<file path="src/rtl/flash_burst_ctrl.sv">
// Flash burst controller.
// Memory-mapped front end for the SPI flash engine. Software programs
// ADDRESS/LENGTH/WDATA and kicks a read burst or a single-word write through
// CONTROL. The controller issues one-word req/ack/done transactions to the
// engine and buffers read words in a small FIFO drained through RDATA.
//
// Ports:
//   clk, reset          system clock, async active-low reset
//   ren, wen            one-cycle bus read / write strobes
//   address, data_in    register byte offset and write data
//   data_out            registered read data (1-cycle latency)
//   irq                 level interrupt = done_flag & irq_en
//   eng_req/eng_write/eng_addr/eng_wdata   request to the flash engine
//   eng_ack/eng_done/eng_rdata             engine handshake and read data
//
// state  | meaning
// IDLE   | no command in flight
// ISSUE  | presenting a request; read requests stall while the FIFO is full
// WAIT   | request accepted, waiting for eng_done
// FINISH | advance ADDRESS, raise done_flag
module flash_burst_ctrl #(
    parameter int                ADDR_W      = 24,
    parameter logic [ADDR_W-1:0] BASE_OFFSET = 24'h500000,
    parameter int                FIFO_DEPTH  = 8,
    parameter int                LEN_W       = 8
) (
    input  logic              clk,
    input  logic              reset,
    input  logic              ren,
    input  logic              wen,
    input  logic [7:0]        address,
    input  logic [31:0]       data_in,
    output logic [31:0]       data_out,
    output logic              irq,
    output logic              eng_req,
    output logic              eng_write,
    output logic [ADDR_W-1:0] eng_addr,
    output logic [31:0]       eng_wdata,
    input  logic              eng_ack,
    input  logic              eng_done,
    input  logic [31:0]       eng_rdata
);

    localparam int PTR_W = $clog2(FIFO_DEPTH);
    localparam int CNT_W = PTR_W + 1;

    localparam logic [7:0] REG_STATUS  = 8'h00;
    localparam logic [7:0] REG_CONTROL = 8'h04;
    localparam logic [7:0] REG_ADDRESS = 8'h08;
    localparam logic [7:0] REG_WDATA   = 8'h0C;
    localparam logic [7:0] REG_RDATA   = 8'h10;
    localparam logic [7:0] REG_LENGTH  = 8'h14;

    typedef enum logic [1:0] {
        S_IDLE,
        S_ISSUE,
        S_WAIT,
        S_FINISH
    } state_t;

    state_t state, state_nxt;

    logic [ADDR_W-1:0] addr_reg;
    logic [31:0]       wdata_reg;
    logic [LEN_W-1:0]  len_reg;
    logic [LEN_W-1:0]  cnt;
    logic              cmd_write;
    logic              irq_en;
    logic              done_flag;
    logic              err_flag;

    logic [31:0]       fifo_mem [FIFO_DEPTH];
    logic [PTR_W-1:0]  wr_ptr;
    logic [PTR_W-1:0]  rd_ptr;
    logic [CNT_W-1:0]  fifo_cnt;

    // ------------------------------------------------------------------
    // Bus decode. A simultaneous read and write is treated as a write only.
    // ------------------------------------------------------------------
    logic wr_acc, rd_acc, busy, fifo_empty, fifo_full;
    logic ctrl_wr, start_rd_cmd, start_wr_cmd, cmd_conflict;
    logic start_read, start_write, zero_len_done;
    logic flush_req, flush, flush_err, cfg_wr, cfg_err;
    logic pop_req, pop, empty_rd_err, push;
    logic err_set, done_set, flag_clr;
    logic [LEN_W-1:0]  cnt_inc;
    logic [ADDR_W-1:0] req_addr;
    logic [ADDR_W-1:0] addr_step;
    logic [31:0]       rd_mux;

    assign wr_acc     = wen;
    assign rd_acc     = ren & ~wen;
    assign busy       = (state != S_IDLE);
    assign fifo_empty = (fifo_cnt == '0);
    assign fifo_full  = (fifo_cnt == CNT_W'(FIFO_DEPTH));

    assign ctrl_wr       = wr_acc & (address == REG_CONTROL);
    assign start_rd_cmd  = ctrl_wr & data_in[0];
    assign start_wr_cmd  = ctrl_wr & data_in[1];
    assign cmd_conflict  = (start_rd_cmd & start_wr_cmd) |
                           ((start_rd_cmd | start_wr_cmd) & busy);
    assign start_read    = start_rd_cmd & ~cmd_conflict & (len_reg != '0);
    assign zero_len_done = start_rd_cmd & ~cmd_conflict & (len_reg == '0);
    assign start_write   = start_wr_cmd & ~cmd_conflict;

    assign flush_req = ctrl_wr & data_in[3];
    assign flush     = flush_req & ~busy;
    assign flush_err = flush_req & busy;

    assign cfg_wr  = wr_acc & ((address == REG_ADDRESS) |
                               (address == REG_WDATA) |
                               (address == REG_LENGTH));
    assign cfg_err = cfg_wr & busy;

    assign pop_req      = rd_acc & (address == REG_RDATA);
    assign pop          = pop_req & ~fifo_empty;
    assign empty_rd_err = pop_req & fifo_empty;
    assign push         = (state == S_WAIT) & eng_done & ~cmd_write;

    assign err_set  = cmd_conflict | flush_err | cfg_err | empty_rd_err;
    assign done_set = zero_len_done | (state == S_FINISH);
    assign flag_clr = ctrl_wr & data_in[2];

    assign cnt_inc   = cnt + 1'b1;
    assign req_addr  = BASE_OFFSET + addr_reg + ADDR_W'({cnt, 2'b00});
    assign addr_step = cmd_write ? ADDR_W'(4) : ADDR_W'({len_reg, 2'b00});

    assign irq = done_flag & irq_en;

    // ------------------------------------------------------------------
    // FSM
    // ------------------------------------------------------------------
    always_ff @(posedge clk or negedge reset) begin
        if (!reset) begin
            state <= S_IDLE;
        end else begin
            state <= state_nxt;
        end
    end

    always_comb begin
        logic issue_ok;
        state_nxt = state;
        eng_req   = 1'b0;
        eng_write = 1'b0;
        eng_addr  = '0;
        eng_wdata = '0;
        // A read may only be requested when its word is guaranteed a FIFO slot.
        issue_ok  = cmd_write | ~fifo_full;
        case (state)
            S_IDLE: begin
                if (start_read || start_write) begin
                    state_nxt = S_ISSUE;
                end
            end
            S_ISSUE: begin
                eng_req   = issue_ok;
                eng_write = cmd_write;
                eng_addr  = req_addr;
                eng_wdata = cmd_write ? wdata_reg : '0;
                if (issue_ok && eng_ack) begin
                    state_nxt = S_WAIT;
                end
            end
            S_WAIT: begin
                if (eng_done) begin
                    if (cmd_write || (cnt_inc == len_reg)) begin
                        state_nxt = S_FINISH;
                    end else begin
                        state_nxt = S_ISSUE;
                    end
                end
            end
            S_FINISH: begin
                state_nxt = S_IDLE;
            end
            default: begin
                state_nxt = S_IDLE;
            end
        endcase
    end

    // ------------------------------------------------------------------
    // Register file and command context
    // ------------------------------------------------------------------
    always_ff @(posedge clk or negedge reset) begin
        if (!reset) begin
            addr_reg  <= '0;
            wdata_reg <= '0;
            len_reg   <= '0;
            cnt       <= '0;
            cmd_write <= 1'b0;
            irq_en    <= 1'b0;
            done_flag <= 1'b0;
            err_flag  <= 1'b0;
        end else begin
            if (state == S_FINISH) begin
                addr_reg <= addr_reg + addr_step;
            end else if (wr_acc && !busy && address == REG_ADDRESS) begin
                addr_reg <= data_in[ADDR_W-1:0];
            end

            if (wr_acc && !busy && address == REG_WDATA) begin
                wdata_reg <= data_in;
            end

            if (wr_acc && !busy && address == REG_LENGTH) begin
                len_reg <= data_in[LEN_W-1:0];
            end

            if (ctrl_wr) begin
                irq_en <= data_in[4];
            end

            if (start_read) begin
                cmd_write <= 1'b0;
                cnt       <= '0;
            end else if (start_write) begin
                cmd_write <= 1'b1;
                cnt       <= '0;
            end else if (push) begin
                cnt <= cnt_inc;
            end

            // Set wins over a clear landing in the same cycle.
            done_flag <= done_set | (done_flag & ~flag_clr);
            err_flag  <= err_set | (err_flag & ~flag_clr);
        end
    end

    // ------------------------------------------------------------------
    // Read FIFO
    // ------------------------------------------------------------------
    always_ff @(posedge clk) begin
        if (push) begin
            fifo_mem[wr_ptr] <= eng_rdata;
        end
    end

    always_ff @(posedge clk or negedge reset) begin
        if (!reset) begin
            wr_ptr   <= '0;
            rd_ptr   <= '0;
            fifo_cnt <= '0;
        end else if (flush) begin
            wr_ptr   <= '0;
            rd_ptr   <= '0;
            fifo_cnt <= '0;
        end else begin
            if (push) begin
                wr_ptr <= wr_ptr + 1'b1;
            end
            if (pop) begin
                rd_ptr <= rd_ptr + 1'b1;
            end
            if (push && !pop) begin
                fifo_cnt <= fifo_cnt + 1'b1;
            end else if (pop && !push) begin
                fifo_cnt <= fifo_cnt - 1'b1;
            end
        end
    end

    // ------------------------------------------------------------------
    // Read mux and registered bus data
    // ------------------------------------------------------------------
    always_comb begin
        rd_mux = '0;
        case (address)
            REG_STATUS: begin
                rd_mux[0]    = busy;
                rd_mux[1]    = fifo_empty;
                rd_mux[2]    = fifo_full;
                rd_mux[3]    = done_flag;
                rd_mux[4]    = err_flag;
                rd_mux[5]    = irq_en;
                rd_mux[15:8] = 8'(fifo_cnt);
            end
            REG_CONTROL: rd_mux[4] = irq_en;
            REG_ADDRESS: rd_mux[ADDR_W-1:0] = addr_reg;
            REG_WDATA:   rd_mux = wdata_reg;
            REG_RDATA:   rd_mux = fifo_empty ? 32'hDEADBEEF : fifo_mem[rd_ptr];
            REG_LENGTH:  rd_mux[LEN_W-1:0] = len_reg;
            default:     rd_mux = '0;
        endcase
    end

    always_ff @(posedge clk or negedge reset) begin
        if (!reset) begin
            data_out <= '0;
        end else if (rd_acc) begin
            data_out <= rd_mux;
        end
    end

endmodule

</file>
<file path="config.mk">
export PLATFORM = sky130hd
export DESIGN_NAME = flash_burst_ctrl
export DESIGN_NICKNAME = d
export VERILOG_FILES = /design/src/rtl/flash_burst_ctrl.sv
export SDC_FILE = /design/constraint.sdc
export NUM_CORES = 1
export LEC_CHECK = 0
export ABC_AREA = 0
export BUFFER_PORTS_ARGS = -buffer_cell sky130_fd_sc_hd__clkbuf_2
export CAP_MARGIN = 20
export CORE_MARGIN = 2
export CORE_UTILIZATION = 35
export DETAILED_ROUTE_END_ITERATION = 8
export PLACE_DENSITY_LB_ADDON = 0.12
export SLEW_MARGIN = 20
export SYNTH_ARGS = -nofsm -noshare
export SYNTH_HDL_FRONTEND = slang
export SYNTH_SLANG_ARGS = --single-unit
</file>
<file path="constraint.sdc">
create_clock -name clk -period 5.17 [get_ports clk]
set_input_delay 0.517 -clock clk [delete_from_list [all_inputs] [get_ports clk]]
set_output_delay 0.517 -clock clk [all_outputs]
set_load 0.005 [all_outputs]
</file>
## After elaboration in Yosys (flattened, before gate mapping)

Memory sizes are Yosys's and may differ from the RTL's.
Index checks and enable logic that the tools add are counted.

| word-level totals | value |
|---|---|
| register bits | 120 |
| latch bits | 0 |
| bits in writable memories | 256 |
| ROM bits | 0 |
| bits of input ports | 78 |
| memories kept | 1 |

| cells by class | value |
|---|---|
| add/subtract/negate cells | 8 |
| multiply operators | 0 |
| divide/modulo/power cells | 0 |
| magnitude comparators | 0 |
| equality and inequality tests | 13 |
| shift operators | 0 |
| multiplexer cells | 35 |
| bitwise operators | 42 |
| reductions and logical operators | 25 |

Memory list:

| name | words | width | rd ports | clocked after Yosys merged registers in | wr ports | line | text |
|---|---|---|---|---|---|---|---|
| fifo_mem | 8 | 32 | 1 | 0 | 1 | 72 | `logic [31:0] fifo_mem [FIFO_DEPTH];` |

Operators by type and width:

| operator | count |
|---|---|
| $mux 32 | 3 |
| $mux 24 | 3 |
| $add 24x10->24 | 2 |
| $pmux 8 s4 | 1 |
| $add 23x24->24 const A | 1 |
| $and 1x1->1 | 24 |
| $mux 8 | 3 |
| $pmux 8 s3 | 1 |
| $pmux 4 s5 | 1 |
| $eq 8x4->1 const B | 2 |
| $eq 8x5->1 const B | 2 |
| $logic_not 8->1 | 2 |
| $pmux 2 s4 | 2 |
| $pmux 8 s2 | 1 |
| $mux 3 | 4 |
| $mux 4 | 3 |
| $or 1x1->1 | 11 |
| $mux 10 | 1 |
| $reduce_bool 2->1 | 5 |
| $add 8x1->8 const B | 1 |
| $eq 8x3->1 const B | 1 |
| $eq 8x8->1 | 1 |
| $mux 2 | 4 |
| $reduce_bool 8->1 | 1 |
| 18 further kinds | 43 |

## Logic depth before layout (Yosys ltp)

Gate-level depths: netlist (run 1).

| logic depth | value |
|---|---|
| depth after elaboration | 12 |
| gate-level depth with buffers | 11 |
| gate-level depth less buffers | 9 |

## Least setup slack after synthesis (run 1)

No wires, ideal clock.

| timing | value |
|---|---|
| path kind | register to register |
| start | register state[0] |
| end | memory fifo_mem[4][0], enable pin |
| setup time | 513 ps |
| data arrival time | 4,752 ps |
| data required time | 4,657 ps |
| setup slack | -95 ps |
| cell stages (with the launch flop) | 6 |
| clock period less this slack | 5,265 ps |
| cells stage by stage | dfrtp_1 > clkbuf_1 > nand2b_1 > or3b_2 > buf_2 > nor4b_1 |

| on the way | value |
|---|---|
| word-level cells in the longest chain between the ends | 5 |

Ends and longest elaborated chain:

| item | line | text |
|---|---|---|
| from (decl) | 61 | `state_t state, state_nxt;` |
| from (signal assigned) | 137 | `state <= state_nxt;` |
| $eq 2x2->1 | 118 | `assign push = (state == S_WAIT) & eng_done & ~cmd_write;` |
| $and 1x1->1 (2 in series) | 118 |  |
| $mux 1 | 235 | `if (push) begin` |
| $mux 1 (implied by the code) | 236 | `fifo_mem[wr_ptr] <= eng_rdata;` |
| to (decl) | 72 |  |

Every way passes these cells.

## Worst setup path in the final report (run 1)

| timing | value |
|---|---|
| start | register addr_reg[3] |
| end | output port eng_addr[21] |

| on the way | value |
|---|---|
| word-level cells in the longest chain between the ends | 3 |

Ends and longest elaborated chain:

| item | line | text |
|---|---|---|
| from (decl) | 63 | `logic [ADDR_W-1:0] addr_reg;` |
| from (signal assigned) | 198 | `addr_reg <= addr_reg + addr_step;` |
| from (signal assigned) | 200 | `addr_reg <= data_in[ADDR_W-1:0];` |
| $add 23x24->24 | 125 | `assign req_addr = BASE_OFFSET + addr_reg + ADDR_W'({cnt, 2'b00});` |
| $add 24x10->24 | 125 |  |
| $mux 24 | 150 | `case (state)` |
| to (decl) | 37 | `output logic [ADDR_W-1:0] eng_addr,` |

Every way passes these cells.

==> results of run 1 <==
## through the flow
stage                     utilization  hold WS (ns)  setup slack (ns)
after detailed placement       0.3892        0.4841             1.658
after floorplan                     -        0.2214            0.2412
after global placement         0.3892        0.4826             1.678
after CTS                      0.4174        0.1464             1.030
final                          0.4175        0.1777             1.156
after global routing           0.4174        0.1669            0.8972
## what timing repair did
item,4_1_cts,5_1_grt
buffers inserted,0,0
hold buffers,1,0
endpoints found under the hold margin,40,0
## kinds of logic after synthesis
family / count (synthesis)
AO/OA/AOI/OAI: 235
XOR/XNOR: 31
adder cells (fa/ha/maj): 25
buffers and inverters: 98
flip-flops: 376
multiplexers: 139
AND/OR/NAND/NOR: 337
## where the power goes
part | total (W) | switching (W) | internal [W]
Clock | 0.00297 | 0.00122 | 0.00175
Combinational | 0.00157 | 0.000954 | 0.000619
Sequential | 0.00372 | 0.000295 | 0.00342
Total | 0.00826 | 0.00247 | 0.00579
## cell type report
type	instances	area (um2)	share of cell area
Clock inverter	20	209.0	0.01023
Antenna cell	1	2.502	0.0001225
Sequential cell	376	10700	0.5234
Clock buffer	53	1164	0.05694
Inverter	17	63.81	0.003123
Multi-Input combinational cell	767	6371	0.3118
Timing Repair Buffer	200	1099	0.05376
Tap cell	664	830.8	0.04066
## path summary, 6_finish.rpt
check,end,slack (ns),depth (start not counted)
hold reg to reg,data_out[22],0.49,1
max in group asynchronous,rd_ptr[1],3.54,3
setup reg to reg,addr_reg[13],1.77,8
hold / removal,wdata_reg[31],0.18,2
min in group asynchronous,addr_reg[18],0.49,2
setup / recovery,eng_addr[21],1.16,7
## critical path, stage by stage, from the launching register on
cell       delay (ns)
dfrtp_1          0.46
ha_1             0.35
a211oi_1         0.35
o21bai_1         0.19
a2111oi_2        1.03
o31ai_1          0.19
mux2i_1          0.23
clkbuf_2         0.14
## cells in the final DEF (no fill, tap or decap), types with 36 or more instances in the layout
cell,instances
o21ai_0,46
clkbuf_16,43
edfxtp_1,256
and3_1,36
nor2_1,60
mux4_2,65
clkbuf_2,167
mux2_2,57
nand2_1,84
dfrtp_1,118
a21oi_1,43
## metal layers
layer,up-vias,track usage,share of wire
li1,5180,-,-
met1,5894,0.2788,0.45
met2,327,0.3350,0.48
met3,53,0.02980,0.054
met4,2,0.04796,0.015
met5,-,0,0.00024
==> flow_summary.json, run 1 <==
{
  "cts_buffers": 43,
  "grt_first_pass_wirelength_mm": 76.65,
  "power_leakage_nw": 7.622,
  "synth-xor-area-share": 0.01561,
  "remaining_drc_errors": 0,
  "final_cell_count_no_fill": 2098,
  "die_height_um": 226.9,
  "critical_path_class": "register to output pin",
  "drtIter0Drc": 958,
  "clock_latency_ns": 0.58,
  "synthTopCellsByArea": "edfxtp_1 44%, dfrtp_1 17%, mux4_2 8.4%",
  "min_path_type": "input pin to register",
  "rows": 81,
  "grt-ovfl-total": 0,
  "dpl.hpwl_mm": 34.58,
  "slew_headroom": 0.2588,
  "clkSinkCount": 376,
  "fmaxAchievable_mhz": 249.1,
  "cts_tree": "yes",
  "h-tree-depth": 2,
  "layout_worst_path_cycle_share": 0.7764,
  "yosys_warnings": 0,
  "ys_ff_latch": 376,
  "dp_cells": 2023,
  "ant_nets": 0,
  "cellPowerDensity_nw_per_um2": 404.3,
  "grt_max_degree": 48,
  "avgSynthCellArea_um2": 14.01,
  "wl_mm": 50.86,
  "fin_area_um2": 20430,
  "root_buffer": "clkbuf_16",
  "synth_common_cells": "256 x edfxtp_1, 120 x dfrtp_1, 84 x nand2_1",
  "cts_resized": 0,
  "clock_tree.buffer_depth": 3,
  "cp-startpoint": "addr_reg[3]",
  "place_congestion": 0.8782,
  "status": "completed",
  "nNetsFinal": 1507,
  "largest_reg_flops": 256,
  "io_pins": 169,
  "placed_area_um2": 19050,
  "slew_violations": 0,
  "worstMarginPinSlew_ns": 1.110,
  "crit_required_ns": 4.65,
  "antenna_found_initial": 3,
  "yosysTopAreaCell": "edfxtp_1",
  "fillers": 4535,
  "cap_violations": 0,
  "die_w_um": 226.9,
  "synth_seq_area_share": 0.6148,
  "startpoint_type": "register",
  "synthMuxAreaShare": 0.1309,
  "synthAdderAreaFrac": 0.01914,
  "synth_top_area_frac": 0.4421,
  "port_buffers": 168,
  "rsz0062_at_grt": "no",
  "synth_edf_count": 256,
  "yosysUniqueCellTypes": 80,
  "dieArea_um2": 51480,
  "drive_above_1_share": 0.2882,
  "synth_top_family_by_area": "multiplexers",
  "crit_fanout": 11,
  "synth_flop_cell": "edfxtp_1",
  "via_per_inst": 5.460,
  "synth_compound_area_frac": 0.09261,
  "synthSimpleGateAreaFrac": 0.1039,
  "hold_viol": 0,
  "syn_inst": 1241,
  "synth.most_common_cell": "edfxtp_1",
  "initial_core_util": 0.3552,
  "synth_nets": 1343,
  "finalPower_w": 0.008262,
  "vdd_ir_drop_max_mv": 0.1990,
  "reg2reg_from": "cmd_write",
  "min-delay-start": "data_in[31]",
  "grt_usage": 0.2017,
  "wire_per_inst_um": 24.24,
  "setup_viol": 0,
  "finalSetupTns_ns": 0,
  "cts.clk_slew.worst_paths_ns": 0.06,
  "skew_ns": 0.01967,
  "grt_pass1_vias": 11669,
  "async_flop_share": 0.3191,
  "fin_crit_ns": 4.014,
  "first_pass_iters": 5,
  "vias": 11456,
  "area_growth_syn_to_layout_pct": 17.52,
  "cp.arrival_ns": 3.50,
  "synth_area_um2": 17390,
  "crit_path_end_kind": "output pin",
  "core_area_um2": 48950
}
Note: power is estimated with default switching activity, not from simulation.
==> inputs of run 2 (changes only) <==
Settings changed: ABC_AREA 0 to 1.
Clock period 5.17 ns to 3.7 ns, I/O delays scaled along.
==> run 2 against run 1 <==
Compared with the run above: register-to-register slack got worse by 0.87 ns; combinational power rose by 35%; first-iteration DRC count rose by 32%; clock power rose by 41%; routed wire length rose by 13%; clock skew fell by 0.0048 ns; largest power group unchanged; die area rose by 3.2%; largest cell class unchanged; sequential share of layout area fell by 1.3 points; critical path depth rose by 7; global-route usage rose by 1.4 points.
==> flow_summary.json, run 2 <==
{
  "yosysUniqueCellTypes": 52,
  "synth.most_common_cell": "nand2_1",
  "holdPathEnd": "wdata_reg[28]",
  "synth_edf_count": 256,
  "path_buf_inv": 3,
  "clock_latency_ns": 0.59,
  "io_pins": 169,
  "drive_above_1_share": 0.1610,
  "min_path_type": "input pin to register",
  "setup_viol": 0,
  "root_buffer": "clkbuf_16",
  "ys_ff_latch": 376,
  "wl_mm": 57.57,
  "async_flop_share": 0.3191,
  "r2r_cells": 15,
  "cp_top_family": "simple AND/OR/NAND/NOR gates",
  "fmaxAchievable_mhz": 302.8,
  "clock_tree.buffer_depth": 3,
  "synth_area_um2": 17960,
  "antenna_cells": 0,
  "synth_common_cells": "454 x nand2_1, 256 x edfxtp_1, 215 x nand3_1",
  "critical_path_class": "register to output pin",
  "reg2reg_from": "cmd_write",
  "vias": 14189,
  "whs_ns": 0.03398,
  "crit_path_end_kind": "output pin",
  "antenna_found_initial": 1,
  "syn_inst": 1890,
  "cts_buffers": 45,
  "top_usage_layer": "met2",
  "crit_fanout": 6,
  "whs_path_depth": 3,
  "final_common_cell": "nand2_1",
  "rsz0062_at_grt": "no",
  "p_sw_frac": 0.3128,
  "cp.arrival_ns": 2.93,
  "avgSynthCellArea_um2": 9.503,
  "grtUsageMet1": 0.3004,
  "rows": 83,
  "dpl.hpwl_mm": 37.88,
  "synth_top_area_frac": 0.4280,
  "seq_power_share": 0.444,
  "startpoint_type": "register",
  "drtIter0Drc": 1268,
  "slew_violations": 0,
  "grt_first_pass_wirelength_mm": 85.82,
  "combPwrFrac": 0.187,
  "grt_usage": 0.2154,
  "critPathMostFrequentCell": "nand2_1",
  "largest_reg_flops": 256,
  "yosysTopAreaCell": "edfxtp_1",
  "die_w_um": 230.5,
  "synth_flop_cell": "edfxtp_1",
  "fillers": 5041,
  "rrSetupSlack_ns": 0.90,
  "place_congestion": 0.9321,
  "h-tree-depth": 2,
  "synth_nets": 1992,
  "finalSetupTns_ns": 0,
  "p_switching_w": 0.003541,
  "via_per_inst": 5.152,
  "skew_ns": 0.01483,
  "yosys_warnings": 0,
  "crit_chain": "ha_1 -> inv_1 -> fa_1 -> inv_1 -> nand3_1 -> nand2_1 -> nand2_1 -> nand2_1 -> nand2_1 -> o21ai_0 -> nand2_1 -> nand2_1 -> nor2_1 -> clkbuf_2",
  "finalPower_w": 0.01132,
  "status": "completed",
  "die_height_um": 230.5,
  "synthTopCellsByArea": "edfxtp_1 43%, dfrtp_1 17%, nand2_1 9.5%",
  "cts.clk_slew.worst_paths_ns": 0.06,
  "power_leakage_nw": 8.639,
  "critical_path.max_stage_delay_ns": 0.46,
  "nNetsFinal": 2147,
  "cellPowerDensity_nw_per_um2": 540.0,
  "first_pass_iters": 5,
  "synth_seq_area_share": 0.5952,
  "postCtsSetupBuffers": 0,
  "crit_required_ns": 3.33,
  "area_growth_syn_to_layout_pct": 16.74,
  "layout_worst_path_cycle_share": 0.8925,
  "cts_tree": "yes",
  "use_met2": 0.3482,
  "grt_pass1_vias": 13464,
  "core_area_um2": 50990,
  "timing.rr.end": "addr_reg[15]",
  "port_buffers": 168,
  "ant_nets": 0,
  "min-delay-start": "data_in[28]",
  "fin_crit_ns": 3.302,
  "internal-power_w": 0.007781,
  "crit_slowest_cell": "dfrtp_1",
  "dieArea_um2": 53140,
  "layout_common_cells": "454 x nand2_1, 256 x edfxtp_1, 215 x nand3_1, 184 x nor2_1, 167 x clkbuf_2",
  "vdd_ir_drop_max_mv": 0.3039,
  "power_frac_clock": 0.369,
  "wire_per_inst_um": 20.91,
  "worstMarginPinSlew_ns": 0.9294,
  "remaining_drc_errors": 0,
  "grt-ovfl-total": 0,
  "grt_util_met3": 0.02940,
  "cap_violations": 0,
  "hold_viol": 0,
  "initial_core_util": 0.3522,
  "grt_max_degree": 134,
  "slew_headroom": 0.3782,
  "clkSinkCount": 376
}
-- run 2: layout make-up --
type,instances,area (um2),share of cell area
Timing Repair Buffer,202,1184,0.05645
Tap cell,680,850.8,0.04058
Multi-Input combinational cell,1288,6365,0.3036
Inverter,132,496.7,0.02369
Sequential cell,376,10700,0.5101
Clock buffer,61,1226,0.05848
Clock inverter,15,150.1,0.007161
-- run 2: metrics by stage --
step | setup WS, ns | instance area [um2] | util | cells
2_1_floorplan | 0.8371 | 17970 | - | 1890
3_3_place_gp | 1.072 | 19550 | 0.3834 | 2674
3_5_place_dp | 0.9798 | 19550 | 0.3834 | 2674
4_1_cts | 0.3766 | 20970 | 0.4112 | 2754
5_1_grt | 0.1245 | 20970 | 0.4112 | 2754
6_report | 0.3976 | 20970 | 0.4112 | 2754
-- run 2: layer usage --
layer,routed length (um),share of wire,vias to the layer above
met4,1415,0.025,0
met1,25810,0.45,6873
li1,-,-,6776
met5,0,0,-
met2,26900,0.47,459
met3,3444,0.060,81
-- run 2: worst max path at each step --
stage                     endpoint  slack [ns]  cells past startpoint       from
floorplan           fifo_mem[2][0]        0.84                      7  cmd_write
finish                eng_addr[22]        0.40                     14     cnt[0]
global route          eng_addr[20]        0.12                     14     cnt[0]
detailed placement    addr_reg[15]        0.98                     15  cmd_write
CTS                   eng_addr[22]        0.38                     13     cnt[0]
global placement      eng_addr[22]        1.07                     13     cnt[0]
-- run 2: power groups by stage --
stage / sequential, W / combinational, W / clock, W
4_1_cts: 0.00501 / 0.00212 / 0.00427
3_5_place_dp: 0.00509 / 0.00211 / 0
3_3_place_gp: 0.00509 / 0.00209 / 0
6_report: 0.00502 / 0.00212 / 0.00418
2_1_floorplan: 0.00491 / 0.00142 / 0
5_1_grt: 0.00505 / 0.00238 / 0.00444
-- run 2: cells by family (layout without fill, tap and decap cells) --
logic type | Yosys count | after routing | share of synthesized area
flip-flops | 376 | 376 | 0.5952
multiplexers | 5 | 5 | 0.003135
XOR/XNOR | 10 | 10 | 0.004877
adder cells (fa/ha/maj) | 24 | 24 | 0.01797
AO/OA/AOI/OAI | 314 | 314 | 0.09662
AND/OR/NAND/NOR | 935 | 935 | 0.2280
buffers and inverters | 226 | 410 | 0.05420
-- run 2: repair_timing --
item	in CTS	in global routing
hold buffers	4	0
endpoints found under the hold margin	59	0
gates resized for setup	0	0
-- run 2: worst min-delay path: stages --
cell	delay (ns)
clkbuf_2	0.08
nand3_1	0.06
nand2_1	0.07
==> inputs of run 3 (changes only) <==
Settings changed: CORE_UTILIZATION 35 to 40.
==> run 3 against run 2 <==
Compared with the run above: cell count shrank 3.3%; sequential cell count unchanged; non-clock buffer count is 3 lower; fmax up 1.2%.
==> flow_summary.json, run 3 (synthesis gave the netlist of run 2 again) <==
{
  "remaining_drc_errors": 0,
  "critical_path_class": "register to output pin",
  "crit_required_ns": 3.33,
  "clock_tree.buffer_depth": 3,
  "grt_first_pass_wirelength_mm": 83.61,
  "postCtsSetupBuffers": 0,
  "seq_power_share": 0.448,
  "r2r_cells": 6,
  "fmaxAchievable_mhz": 306.4,
  "first_pass_iters": 5,
  "core_area_um2": 44320,
  "dp_slack_ns": 0.8855,
  "cts_resized": 0,
  "p_sw_frac": 0.3072,
  "layout_common_cells": "454 x nand2_1, 256 x edfxtp_1, 215 x nand3_1, 184 x nor2_1, 167 x clkbuf_2",
  "skew_ns": 0.01351,
  "p_switching_w": 0.003443,
  "wire_per_inst_um": 20.72,
  "clock_latency_ns": 0.57,
  "holdPathEnd": "wdata_reg[24]",
  "power_leakage_nw": 8.593,
  "wl_mm": 55.19,
  "status": "completed",
  "largest_reg_flops": 256,
  "vdd_ir_drop_max_mv": 0.3407,
  "die_height_um": 215.9,
  "fin_crit_ns": 3.264,
  "finalSetupTns_ns": 0,
  "slew_violations": 0,
  "grt-ovfl-total": 0,
  "cts.clk_slew.worst_paths_ns": 0.06,
  "cts_buffers": 43,
  "drtIter0Drc": 1233,
  "rows": 77,
  "rrSetupSlack_ns": 0.86,
  "layout_worst_path_cycle_share": 0.8821,
  "cp.arrival_ns": 2.89,
  "grt_usage": 0.2354,
  "dp_cells": 2585,
  "vias": 14362,
  "area_growth_syn_to_layout_pct": 15.57,
  "cts_tree": "yes",
  "hold_viol": 0,
  "nNetsFinal": 2142,
  "dieArea_um2": 46610,
  "final_common_cell": "nand2_1",
  "grt_max_degree": 134,
  "clkSinkCount": 376,
  "place_congestion": 0.9651,
  "root_buffer": "clkbuf_16",
  "antenna_found_initial": 3,
  "h-tree-depth": 2,
  "finalPower_w": 0.01120,
  "cellPowerDensity_nw_per_um2": 539.8,
  "setup_viol": 0,
  "rsz0062_at_grt": "no",
  "io_pins": 169,
  "timing.rr.end": "fifo_mem[1][3]",
  "worstMarginPinSlew_ns": 0.9432,
  "grt_pass1_vias": 13763,
  "combPwrFrac": 0.187,
  "crit_path_end_kind": "output pin",
  "die_w_um": 215.9,
  "whs_path_depth": 3,
  "power_frac_clock": 0.365,
  "timing.final.ws_setup_ns": 0.4363,
  "crit_fanout": 6,
  "min-delay-start": "data_in[24]",
  "slew_headroom": 0.3712,
  "cap_violations": 0,
  "via_per_inst": 5.391,
  "final_cell_count_no_fill": 2664,
  "reg2reg_from": "cmd_write",
  "antenna_cells": 0,
  "port_buffers": 168,
  "initial_core_util": 0.4053,
  "min_path_type": "input pin to register",
  "startpoint_type": "register",
  "cts-hold-fix-buffers": 2,
  "ant_nets": 0,
  "drive_above_1_share": 0.1573,
  "internal-power_w": 0.007762,
  "dpl.hpwl_mm": 36.61
}
[run 3: per-stage QoR]
stage | hold slack, ns | utilization | instance area (um2)
final | 0.03583 | 0.4684 | 20760
after global routing | 0.04120 | 0.4684 | 20760
after CTS | 0.01523 | 0.4684 | 20760
after detailed placement | 0.4577 | 0.4382 | 19420
after global placement | 0.4576 | 0.4382 | 19420
after floorplan | 0.07441 | - | 17970
[run 3: worst max path at each step]
stage               startpoint  depth (start not counted)               to
finish                  cnt[0]                         13     eng_addr[22]
global route            cnt[0]                         14     eng_addr[20]
CTS                     cnt[0]                         13     eng_addr[22]
detailed placement   cmd_write                          6  fifo_mem[1][23]
global placement     cmd_write                          6  fifo_mem[1][23]
floorplan            cmd_write                          7   fifo_mem[2][0]
[run 3: layer usage]
layer  vias up  part of all wire  global-route usage
li1       6771                 -                   -
met1      7002              0.43              0.3182
met2       499              0.47              0.3882
met3        84             0.067             0.03777
met4         6             0.026             0.07626
met5         -           0.00065                   0
[run 3: layout make-up]
cell class / instances / area [um2]
Clock buffer: 58 / 1142
Clock inverter: 19 / 173.9
Fill cell: 4268 / 23560
Inverter: 132 / 496.7
Multi-Input combinational cell: 1288 / 6365
Sequential cell: 376 / 10700
Tap cell: 592 / 740.7
Timing Repair Buffer: 199 / 1144
[run 3: critical path, stage by stage, from the launching register on]
cell      delay (ns)
dfrtp_1         0.47
ha_1            0.23
inv_1           0.06
fa_1            0.36
inv_1           0.10
nand3_1         0.07
nand2_1         0.13
nand2_1         0.07
nand2_1         0.18
nand2_1         0.14
o21ai_0         0.23
nor2_1          0.07
nor2_1          0.10
clkbuf_2        0.12
[run 3: power groups by stage]
stage / logic [W] / clock network [W] / registers (W)
after global routing: 0.00236 / 0.00434 / 0.00504
after floorplan: 0.00142 / 0 / 0.00491
after global placement: 0.00206 / 0 / 0.00509
final: 0.00210 / 0.00409 / 0.00502
after detailed placement: 0.00208 / 0 / 0.00509
after CTS: 0.00209 / 0.00416 / 0.00501
